**config.mk**
```make
export PLATFORM = sky130hd
export DESIGN_NAME = pdp8_mem_arbiter
export DESIGN_NICKNAME = d
export VERILOG_FILES = /design/src/rtl/pdp8_pkg.sv /design/src/rtl/pdp8_mem_arb_sel.sv /design/src/rtl/pdp8_mem_arbiter.sv
export SDC_FILE = /design/constraint.sdc
export NUM_CORES = 1
export LEC_CHECK = 0
export CAP_MARGIN = 20
export CORE_MARGIN = 2
export CORE_UTILIZATION = 41
export CTS_CLUSTER_DIAMETER = 200
export CTS_CLUSTER_SIZE = 12
export DETAILED_ROUTE_END_ITERATION = 8
export HOLD_SLACK_MARGIN = 0.15
export PLACE_DENSITY = 0.79
export SKIP_CTS_REPAIR_TIMING = 1
export SYNTH_ARGS = -nofsm -noshare
export SYNTH_HDL_FRONTEND = slang
export SYNTH_SLANG_ARGS = --single-unit
```
**constraint.sdc**
```tcl
create_clock -name clk -period 1.9 [get_ports clk]
set_input_delay 0.38 -clock clk [delete_from_list [all_inputs] [get_ports clk]]
set_output_delay 0.38 -clock clk [all_outputs]
set_load 0.02 [all_outputs]
```
**src/rtl/pdp8_pkg.sv**
```systemverilog
// pdp8_pkg: shared PDP-8 word widths and memory arbiter types
package pdp8_pkg;
  localparam int PDP8_ADDR_WIDTH = 12;
  localparam int PDP8_DATA_WIDTH = 12;
  typedef enum logic [1:0] {ARB_IDLE, ARB_ISSUE, ARB_WAIT, ARB_RESP} arb_state_e;
  typedef enum logic {OWN_IFD, OWN_EXEC} mem_owner_e;
endpackage

```
**src/rtl/pdp8_mem_arb_sel.sv**
```systemverilog
// pdp8_mem_arb_sel: EXEC-priority pick with a streak counter bounding IFD starvation
module pdp8_mem_arb_sel
  import pdp8_pkg::*;
#(
  parameter int MAX_EXEC_BURST = 4
) (
  input  logic       clk,
  input  logic       reset_n,
  input  logic       ifd_req,
  input  logic       exec_req,
  input  logic       arb_en,
  output logic       pick_valid,
  output mem_owner_e pick_owner
);
  logic [3:0] streak;
  // EXEC wins ties until it has won MAX_EXEC_BURST times in a row over a waiting IFD
  always_comb begin
    pick_valid = ifd_req | exec_req;
    pick_owner = (exec_req && !(ifd_req && streak == 4'(MAX_EXEC_BURST))) ? OWN_EXEC : OWN_IFD;
  end
  // count EXEC wins taken while IFD waited; any other arbitration restarts the count
  always_ff @(posedge clk) begin
    if (!reset_n) streak <= '0;
    else if (arb_en && pick_valid) streak <= (pick_owner == OWN_EXEC && ifd_req) ? streak + 4'd1 : '0;
  end
endmodule

```
**src/rtl/pdp8_mem_arbiter.sv**
```systemverilog
// pdp8_mem_arbiter: shares single-port main memory between IFD fetches and EXEC accesses
module pdp8_mem_arbiter
  import pdp8_pkg::*;
#(
  parameter int ADDR_WIDTH     = PDP8_ADDR_WIDTH,
  parameter int DATA_WIDTH     = PDP8_DATA_WIDTH,
  parameter int MEM_LATENCY    = 2,
  parameter int MAX_EXEC_BURST = 4
) (
  input  logic                  clk,
  input  logic                  reset_n,
  input  logic                  ifd_req,
  input  logic [ADDR_WIDTH-1:0] ifd_addr,
  output logic                  ifd_gnt,
  output logic [DATA_WIDTH-1:0] ifd_rdata,
  output logic                  ifd_rvalid,
  input  logic                  exec_req,
  input  logic                  exec_we,
  input  logic [ADDR_WIDTH-1:0] exec_addr,
  input  logic [DATA_WIDTH-1:0] exec_wdata,
  output logic                  exec_gnt,
  output logic [DATA_WIDTH-1:0] exec_rdata,
  output logic                  exec_rvalid,
  output logic                  mem_req,
  output logic                  mem_we,
  output logic [ADDR_WIDTH-1:0] mem_addr,
  output logic [DATA_WIDTH-1:0] mem_wdata,
  input  logic [DATA_WIDTH-1:0] mem_rdata,
  output logic                  busy
);
  arb_state_e state;
  mem_owner_e owner, pick_owner;
  logic       pick_valid, exec_pick;
  logic [2:0] lat_cnt;
  assign exec_pick = pick_owner == OWN_EXEC;
  assign busy = state != ARB_IDLE;
  pdp8_mem_arb_sel #(.MAX_EXEC_BURST(MAX_EXEC_BURST)) u_sel (
    .clk        (clk),
    .reset_n    (reset_n),
    .ifd_req    (ifd_req),
    .exec_req   (exec_req),
    .arb_en     (state == ARB_IDLE),
    .pick_valid (pick_valid),
    .pick_owner (pick_owner)
  );
  // transaction FSM; the mem_* registers double as the request latch during ISSUE
  always_ff @(posedge clk) begin
    if (!reset_n) begin
      state       <= ARB_IDLE;
      owner       <= OWN_IFD;
      lat_cnt     <= '0;
      ifd_gnt     <= 1'b0;
      exec_gnt    <= 1'b0;
      ifd_rvalid  <= 1'b0;
      exec_rvalid <= 1'b0;
      ifd_rdata   <= '0;
      exec_rdata  <= '0;
      mem_req     <= 1'b0;
      mem_we      <= 1'b0;
      mem_addr    <= '0;
      mem_wdata   <= '0;
    end else begin
      ifd_gnt     <= 1'b0;
      exec_gnt    <= 1'b0;
      ifd_rvalid  <= 1'b0;
      exec_rvalid <= 1'b0;
      mem_req     <= 1'b0;
      mem_we      <= 1'b0;
      mem_addr    <= '0;
      mem_wdata   <= '0;
      case (state)
        ARB_IDLE: if (pick_valid) begin
          state     <= ARB_ISSUE;
          owner     <= pick_owner;
          ifd_gnt   <= !exec_pick;
          exec_gnt  <= exec_pick;
          mem_req   <= 1'b1;
          mem_we    <= exec_pick && exec_we;
          mem_addr  <= exec_pick ? exec_addr : ifd_addr;
          mem_wdata <= exec_pick ? exec_wdata : '0;
        end
        ARB_ISSUE: begin
          state   <= mem_we ? ARB_IDLE : ARB_WAIT;
          lat_cnt <= 3'(MEM_LATENCY - 1);
        end
        ARB_WAIT: if (lat_cnt == 3'd0) begin
          state       <= ARB_RESP;
          ifd_rvalid  <= owner == OWN_IFD;
          exec_rvalid <= owner == OWN_EXEC;
          ifd_rdata   <= owner == OWN_IFD ? mem_rdata : ifd_rdata;
          exec_rdata  <= owner == OWN_EXEC ? mem_rdata : exec_rdata;
        end else lat_cnt <= lat_cnt - 3'd1;
        ARB_RESP: state <= ARB_IDLE;
      endcase
    end
  end
endmodule

```
Word-level counts from Yosys, hierarchy flattened
Cells that the tools add are included.

cells by class
  add/sub/neg operators = 2
  eq/ne operators = 7
  bitwise logic cells = 2
  reductions and logical operators = 20
  muxes and demuxes = 10

operator list
  cell                 count
  $mux 12              1
  $reduce_and 3->1     4
  $pmux 2 s4           1
  $reduce_and 2->1     4
  $mux 2               3
  $ne 2x2->1 const B   3
  $pmux 3 s2           1
  $logic_and 1x1->1    5
  $add 4x1->4 const B  1
  $eq 2x2->1 const B   2
  $eq 4x3->1 const B   1
  $mux 4               1
  $reduce_and 4->1     1
  $reduce_bool 2->1    2
  $logic_not 3->1      1
  $mux 3               1
  $sub 3x1->3 const B  1
  $eq 2x1->1 const B   1
  $logic_not 1->1      2
  $logic_not 2->1      1
  $mux 1               2
  $not 1->1            1
  $or 1x1->1           1

storage, ports and cells
  input port bits = 53
  bits in registers = 64
  word-level logic and storage cells = 55

Logic depth before layout (Yosys ltp)
Gate-level depths: netlist of the first run.

  depth after elaboration = 7
  mapped depth = 8

Hierarchy
From an unflattened synthesis of the first run, not the netlist that was laid out.

second synthesis, totals
  cells, all modules = 235
  area, all modules = 2,293.4 µm²

modules (own cells, without submodules)
  module            cells an instance  instances  area an instance (µm²)  seq. area each (µm²)
  pdp8_mem_arbiter  209                1          2,058.2                 1,201.2
  pdp8_mem_arb_sel  26                 1          235.2                   80.1

Worst setup path after synthesis of the first run
OpenSTA, ideal clock, no wires.

  kind = register to register
  start point = reg lat_cnt[0]
  end point = reg lat_cnt[0]
  period minus slack after synthesis = 1,565 ps
  cell stages (with the launch flop) = 8
  arrival = 1,436 ps
  required time = 1,772 ps
  setup slack = 335 ps
  buffers on the path = 1
  path through = dfxtp_1 inv_1 ha_1 ha_1 buf_2 or3b_2 o21ai_0 a221oi_1

between the ends
  longest elaborated chain between the ends = 3

ends and longest elaborated chain
  what                                                   RTL line                                        text
  start, declared                                        pdp8_mem_arbiter.sv:34                          logic [2:0] lat_cnt;
  start signal, assigned                                 pdp8_mem_arbiter.sv:84                          lat_cnt <= 3'(MEM_LATENCY - 1);
  start signal, assigned                                 pdp8_mem_arbiter.sv:92                          end else lat_cnt <= lat_cnt - 3'd1;
  $sub 3x1->3 / $logic_not 3->1 (equally long branches)  pdp8_mem_arbiter.sv:92, pdp8_mem_arbiter.sv:86
  $mux 3 / $ne 2x2->1 (equally long branches)            --
  $pmux 3 s2 / $reduce_and 2->1 (equally long branches)  --

Several ways; a longest one is shown, not always the timed one. The select of a mux whose other input is x is not followed.
A chain may end at the register's enable or synchronous reset.

Worst setup path in the final report of the first run
  start point = reg exec_rdata[1]
  end point = out exec_rdata[1]

RTL lines
  what                    RTL line                text
  start, declared         pdp8_mem_arbiter.sv:22  output logic [DATA_WIDTH-1:0] exec_rdata,
  start signal, assigned  pdp8_mem_arbiter.sv:91  exec_rdata <= owner == OWN_EXEC ? mem_rdata : exec_rdata;

No word-level cell between the ends.

==> results of run 1 <==
==> per-layer routing <==
layer  track usage (%)  vias up
met5                 0        -
met4             10.68        0
met3             6.889       16
met2             30.25       91
met1             22.64     1037
li1                  -     1162
==> cells in the mapped netlist (4+ instances only) <==
cell / number
a21oi_1: 28
and2_1: 16
buf_2: 9
clkbuf_1: 8
dfxtp_1: 64
ha_1: 4
inv_1: 10
nand2_1: 62
nand4_1: 5
nor2_1: 7
nor3_1: 4
o2111ai_1: 11
o21ai_0: 16
==> logic make-up (layout without fill, tap and decap cells) <==
family	after synthesis	after routing	share of synthesized area, %
AOI/OAI and AO/OA	66	66	16.37
adders and majority gates	4	4	2.060
buffers and inverters	29	144	5.098
DFF	64	64	52.73
muxes	1	1	0.4120
and+or+nand+nor	111	111	23.33
==> placed cells by master, fill, tap and decap left out, types with 2 or more instances in the layout <==
| cell | count |
|---|---|
| clkbuf_1 | 2 |
| clkinv_2 | 2 |
| nor2_1 | 7 |
| clkdlybuf4s50_1 | 106 |
| nor3_1 | 4 |
| nand2_1 | 62 |
| dfxtp_1 | 64 |
| o211ai_1 | 2 |
| buf_12 | 2 |
| nand4_1 | 5 |
| o2111ai_1 | 11 |
| and4b_1 | 2 |
| a21oi_1 | 28 |
| ha_1 | 4 |
| buf_4 | 9 |
| clkbuf_8 | 11 |
| inv_1 | 10 |
| o22ai_1 | 2 |
| nand4b_1 | 2 |
| nor2b_1 | 2 |
| and2_1 | 16 |
| nand3_1 | 2 |
| o21ai_0 | 16 |
==> worst paths after layout <==
kind / from / endpoint / slack, ns / cells after the start
worst max-delay path: exec_rdata[1]$_SDFFE_PN0P_ / exec_rdata[1] / 0.20 / 1
worst min-delay path: ifd_rdata[0]$_SDFFE_PN0P_ / ifd_rdata[0]$_SDFFE_PN0P_ / 0.46 / 2
worst max register to register: lat_cnt[0]$_SDFFE_PN0P_ / lat_cnt[0]$_SDFFE_PN0P_ / 0.26 / 6
worst min register to register: ifd_rdata[0]$_SDFFE_PN0P_ / ifd_rdata[0]$_SDFFE_PN0P_ / 0.46 / 2
==> power breakdown <==
part	total, mW	leakage [nW]	internal (mW)	switching [mW]
clock network	1.15	0.103	0.674	0.478
logic	0.553	0.775	0.284	0.269
registers	1.43	0.521	1.41	0.0263
==> stage by stage <==
| stage | hold slack [ns] | power (mW) |
|---|---|---|
| after floorplan | 0.4727 | 1.729 |
| after global placement | 0.4412 | 2.010 |
| final | 0.4568 | 3.139 |
| after detailed placement | 0.4521 | 2.018 |
| after CTS | 0.4612 | 3.165 |
| after global routing | 0.4725 | 3.285 |
==> flip-flops by register name, indices dropped and copies added, names as in the netlist, named ones only <==
| name | cells |
|---|---|
| exec_rdata | 12 |
| ifd_rdata | 12 |
| mem_addr | 12 |
| mem_wdata | 12 |
| u_sel.streak | 4 |
| lat_cnt | 3 |
| exec_gnt | 1 |
| exec_rvalid | 1 |
| ifd_gnt | 1 |
| ifd_rvalid | 1 |
| mem_req | 1 |
| mem_we | 1 |
| owner | 1 |
| state | 1 |
==> area by class of cell <==
class	count	share of cell area (%)
clock buffers	13	4.163
clock inverters	3	1.049
inverters	10	0.9833
multi-input cells	182	26.84
flip-flops and latches	64	33.56
well taps	75	2.458
repair buffers	118	30.94
==> results.json, run 1 <==
{
  "status": "finished, final reports clean",
  "cap_violations": 0,
  "startpoint_type": "flip-flop",
  "setup.worst_path.end_class": "output pin",
  "async_flop_share_pct": 0,
  "gr-total-overflow": 0,
  "peakVddDrop_mv": 0.4722,
  "p_per_area_nw_per_um2": 822.2,
  "cts_made_buffers": 9,
  "num_io_pins": 108,
  "post-dp-hpwl_um": 4404,
  "dr_wl_met3_um": 510,
  "rsz0062_at_grt": "false",
  "stdcell_count": 465,
  "worst_slack_ns": 0.2029,
  "yosys_most_used_dff": "dfxtp_1",
  "grt_usage_pct": 19.18,
  "drt-vias-per-instance": 4.959,
  "setup_viol": 0,
  "cpPeakStageDelay_ns": 0.64,
  "syn_area_um2": 2430,
  "critical_path_class": "reg -> out",
  "n_fill_cell": 499,
  "yosysTopAreaCellShare_pct": 52.73,
  "synth_cell_types": 38,
  "clock-skew-final_ns": 0.006270,
  "cts_htree_levels": 3,
  "dieArea_um2": 6559,
  "clock_latency_ns": 0.34,
  "leakage_nw": 1.399,
  "antenna_cells": 0,
  "mappedNetlistNets": 332,
  "crit_arrival_ns": 1.32,
  "cts_tree": "done",
  "finalSetupTns_ns": 0,
  "ys_seq_elements": 64,
  "hold_viol_final": 0,
  "ff_latch_area_um2": 1281,
  "die_w_um": 80.99,
  "drive_gt1_share_pct": 7.692,
  "syn_to_final_growth_pct": 57.11,
  "path_cells": "clkdlybuf4s50_1",
  "clkTransAtPathRegs_ns": 0.07,
  "critical_path_required_ns": 1.52,
  "postRouteAntennaNets": 0,
  "crit_slowest_cell": "clkdlybuf4s50_1",
  "maxSlewHeadroom_pct": 69.03,
  "num_rows": 28,
  "ys_seq_area_share_pct": 52.73,
  "num_vias": 2306,
  "synthTopCellsByArea": "dfxtp_1, nand2_1, a21oi_1, and2_1, o2111ai_1",
  "yosysTopAreaCell": "dfxtp_1",
  "critPathMaxFanout": 2,
  "tightest_slew_ns": 0.4641,
  "final_nets": 442,
  "grt_pass1_vias": 2061,
  "numPortBuffers": 107,
  "drv_slew": 0,
  "routed.top_layer": "met4",
  "dp_slack_ns": 0.01466,
  "first_iter_violations": 141,
  "syn_inst": 275,
  "grt_pass1_wl_um": 9439,
  "cts-root-buf": "clkbuf_8",
  "synth_edf_count": 0,
  "route.detailed.drc": 0,
  "hold_class": "reg -> reg",
  "multi_input_area_um2": 1025,
  "fin_crit_sh_pct": 89.32,
  "design_area_um2": 3817,
  "wirelength_um": 6013,
  "core_area_um2": 5816,
  "min_period_ns": 1.697,
  "crit_buf_inv": 1,
  "firstDrtPassIters": 4,
  "critPathTopFamily": "buffers and inverters",
  "yosys_warnings": 0,
  "grt_max_degree": 30,
  "cts.sink_count": 64,
  "die_h_um": 80.99,
  "start_util_pct": 41.78,
  "utilization_pct": 65.64,
  "max_freq_mhz": 589.3,
  "place_inst": 448,
  "routedWlPerCell_um": 12.93,
  "antenna_found_initial": 0,
  "gp_congestion": 0.8807,
  "routed-wl-met2_um": 2806,
  "clk_path_buf_depth": 2,
  "dpl_cell_area_um2": 3608,
  "wl_met1_um": 2551,
  "postSynthAreaPerCell_um2": 8.836
}
(Power assumes the default switching activity.)
==> inputs of run 2 (changes only) <==
Settings changed: GPL_TIMING_DRIVEN set to 0.
==> results.json, run 2 (synthesis gave the netlist of run 1 again) <==
{
  "critPathMaxFanout": 10,
  "die_h_um": 80.99,
  "critical_path_class": "reg -> out",
  "cts_made_buffers": 9,
  "grt_usage_pct": 20.87,
  "antenna_cells": 0,
  "clk_path_buf_depth": 2,
  "clock_latency_ns": 0.34,
  "crit_slowest_cell": "dfxtp_1",
  "path_cells": "clkbuf_4 -> nor2_1 -> inv_1 -> clkbuf_2",
  "startpoint_type": "flip-flop",
  "core_area_um2": 5816,
  "maxSlewHeadroom_pct": 68.08,
  "place_inst": 456,
  "cts_htree_levels": 3,
  "worst_slack_ns": 0.09709,
  "dieArea_um2": 6559,
  "clkTransAtPathRegs_ns": 0.07,
  "route.detailed.drc": 0,
  "cts-root-buf": "clkbuf_8",
  "firstDrtPassIters": 5,
  "hold_class": "in -> reg",
  "grt_pass1_wl_um": 10410,
  "setup.worst_path.end_class": "output pin",
  "routedWlPerCell_um": 13.73,
  "critPathTopFamily": "buffers and inverters",
  "rsz0062_at_grt": "false",
  "postRouteAntennaNets": 0,
  "num_rows": 28,
  "crit_buf_inv": 3,
  "leakage_nw": 1.392,
  "first_iter_violations": 108,
  "cts.sink_count": 64,
  "clock-skew-final_ns": 0.01141,
  "antenna_found_initial": 0,
  "cts_tree": "done",
  "finalHoldWorstSlack_ns": 0.3976,
  "cap_violations": 0,
  "drt-vias-per-instance": 4.992,
  "final_nets": 449,
  "numPortBuffers": 106,
  "num_io_pins": 108,
  "dp_slack_ns": -0.2177,
  "fin_crit_sh_pct": 94.89,
  "drive_gt1_share_pct": 8.816,
  "setup_viol": 0,
  "die_w_um": 80.99,
  "post-dp-hpwl_um": 4792,
  "p_per_area_nw_per_um2": 862.6,
  "mostFrequentLayoutCells": "clkdlybuf4s50_1, dfxtp_1, nand2_1",
  "gp_congestion": 0.8198,
  "use_met1_pct": 23.25,
  "crit_arrival_ns": 1.42,
  "stdcell_count": 472,
  "grt_max_degree": 13,
  "tightest_slew_ns": 0.4788,
  "grt_pass1_vias": 2285,
  "status": "finished, final reports clean",
  "min_period_ns": 1.803,
  "critical_path_required_ns": 1.52,
  "start_util_pct": 41.78,
  "use_met3_pct": 6.111,
  "wirelength_um": 6481,
  "peakVddDrop_mv": 0.5277,
  "drv_slew": 0,
  "grtUsageMet2_pct": 36.20,
  "hold_viol_final": 0,
  "gr-total-overflow": 0,
  "num_vias": 2356,
  "grt-busiest-layer": "met2",
  "syn_to_final_growth_pct": 57.16,
  "max_freq_mhz": 554.7,
  "final_common_cell": "clkdlybuf4s50_1",
  "cpPeakStageDelay_ns": 0.45,
  "fin_total_pwr_mw": 3.294
}
-- run 2: cell types whose count changed in the layout (fill, tap and decap cells not counted), sizes merged --
| cell | before | now |
|---|---|---|
| buf | 11 | 9 |
| clkbuf | 13 | 21 |
| bufinv | 1 | 2 |
| clkinvlp | 0 | 2 |
| clkdlybuf4s50 | 106 | 105 |
| dlymetal6s2s | 1 | 0 |
-- run 2: worst min-delay path, cell delays in order --
cell and delay, ns:
buf_2 0.16, nand3_1 0.08, a21boi_0 0.07
-- run 2: worst paths after layout --
path	slack [ns]	endpoint	cells after the start	start
setup / recovery	0.1	busy	4	flip-flop
hold / removal	0.40	mem_addr[11]$_SDFF_PN0_	3	exec_req
setup reg to reg	0.16	ifd_rdata[11]$_SDFFE_PN0P_	8	lat_cnt[0]$_SDFFE_PN0P_
hold reg to reg	0.46	ifd_rdata[3]$_SDFFE_PN0P_	2	ifd_rdata[3]$_SDFFE_PN0P_
-- run 2: routing by layer --
layer	part of all wire [%]	routed length, µm	vias up
met2	50	3217	92
met5	0	0	-
met1	41	2664	1079
li1	-	-	1180
met3	7.9	509	5
met4	1.4	90	0
-- run 2: area by class of cell --
class                           instances  area (µm²)
Sequential cell                        64        1281
Inverter                               10       37.54
Clock buffer                           10       137.6
Fill cell                             486        1997
Timing Repair Buffer                  106        1056
Clock inverter                          6       92.59
Buffer                                 19       95.09
Tap cell                               75       93.84
Multi-Input combinational cell        182        1025
-- run 2: where the power goes --
group          total [mW]  internal [mW]  switching [mW]
sequential           1.44           1.41          0.0334
clock                1.32          0.778           0.537
combinational       0.538          0.269           0.269
total                3.29           2.45           0.839
-- run 2: through the flow --
| stage | util [%] | TNS (ns) | instance area [µm²] |
|---|---|---|---|
| finish | 65.66 | 0 | 3819 |
| CTS | 65.60 | -0.3959 | 3815 |
| floorplan | - | 0 | 2430 |
| global placement | 61.64 | -2.367 | 3585 |
| detailed placement | 61.64 | -2.991 | 3585 |
| global route | 65.66 | 0 | 3819 |
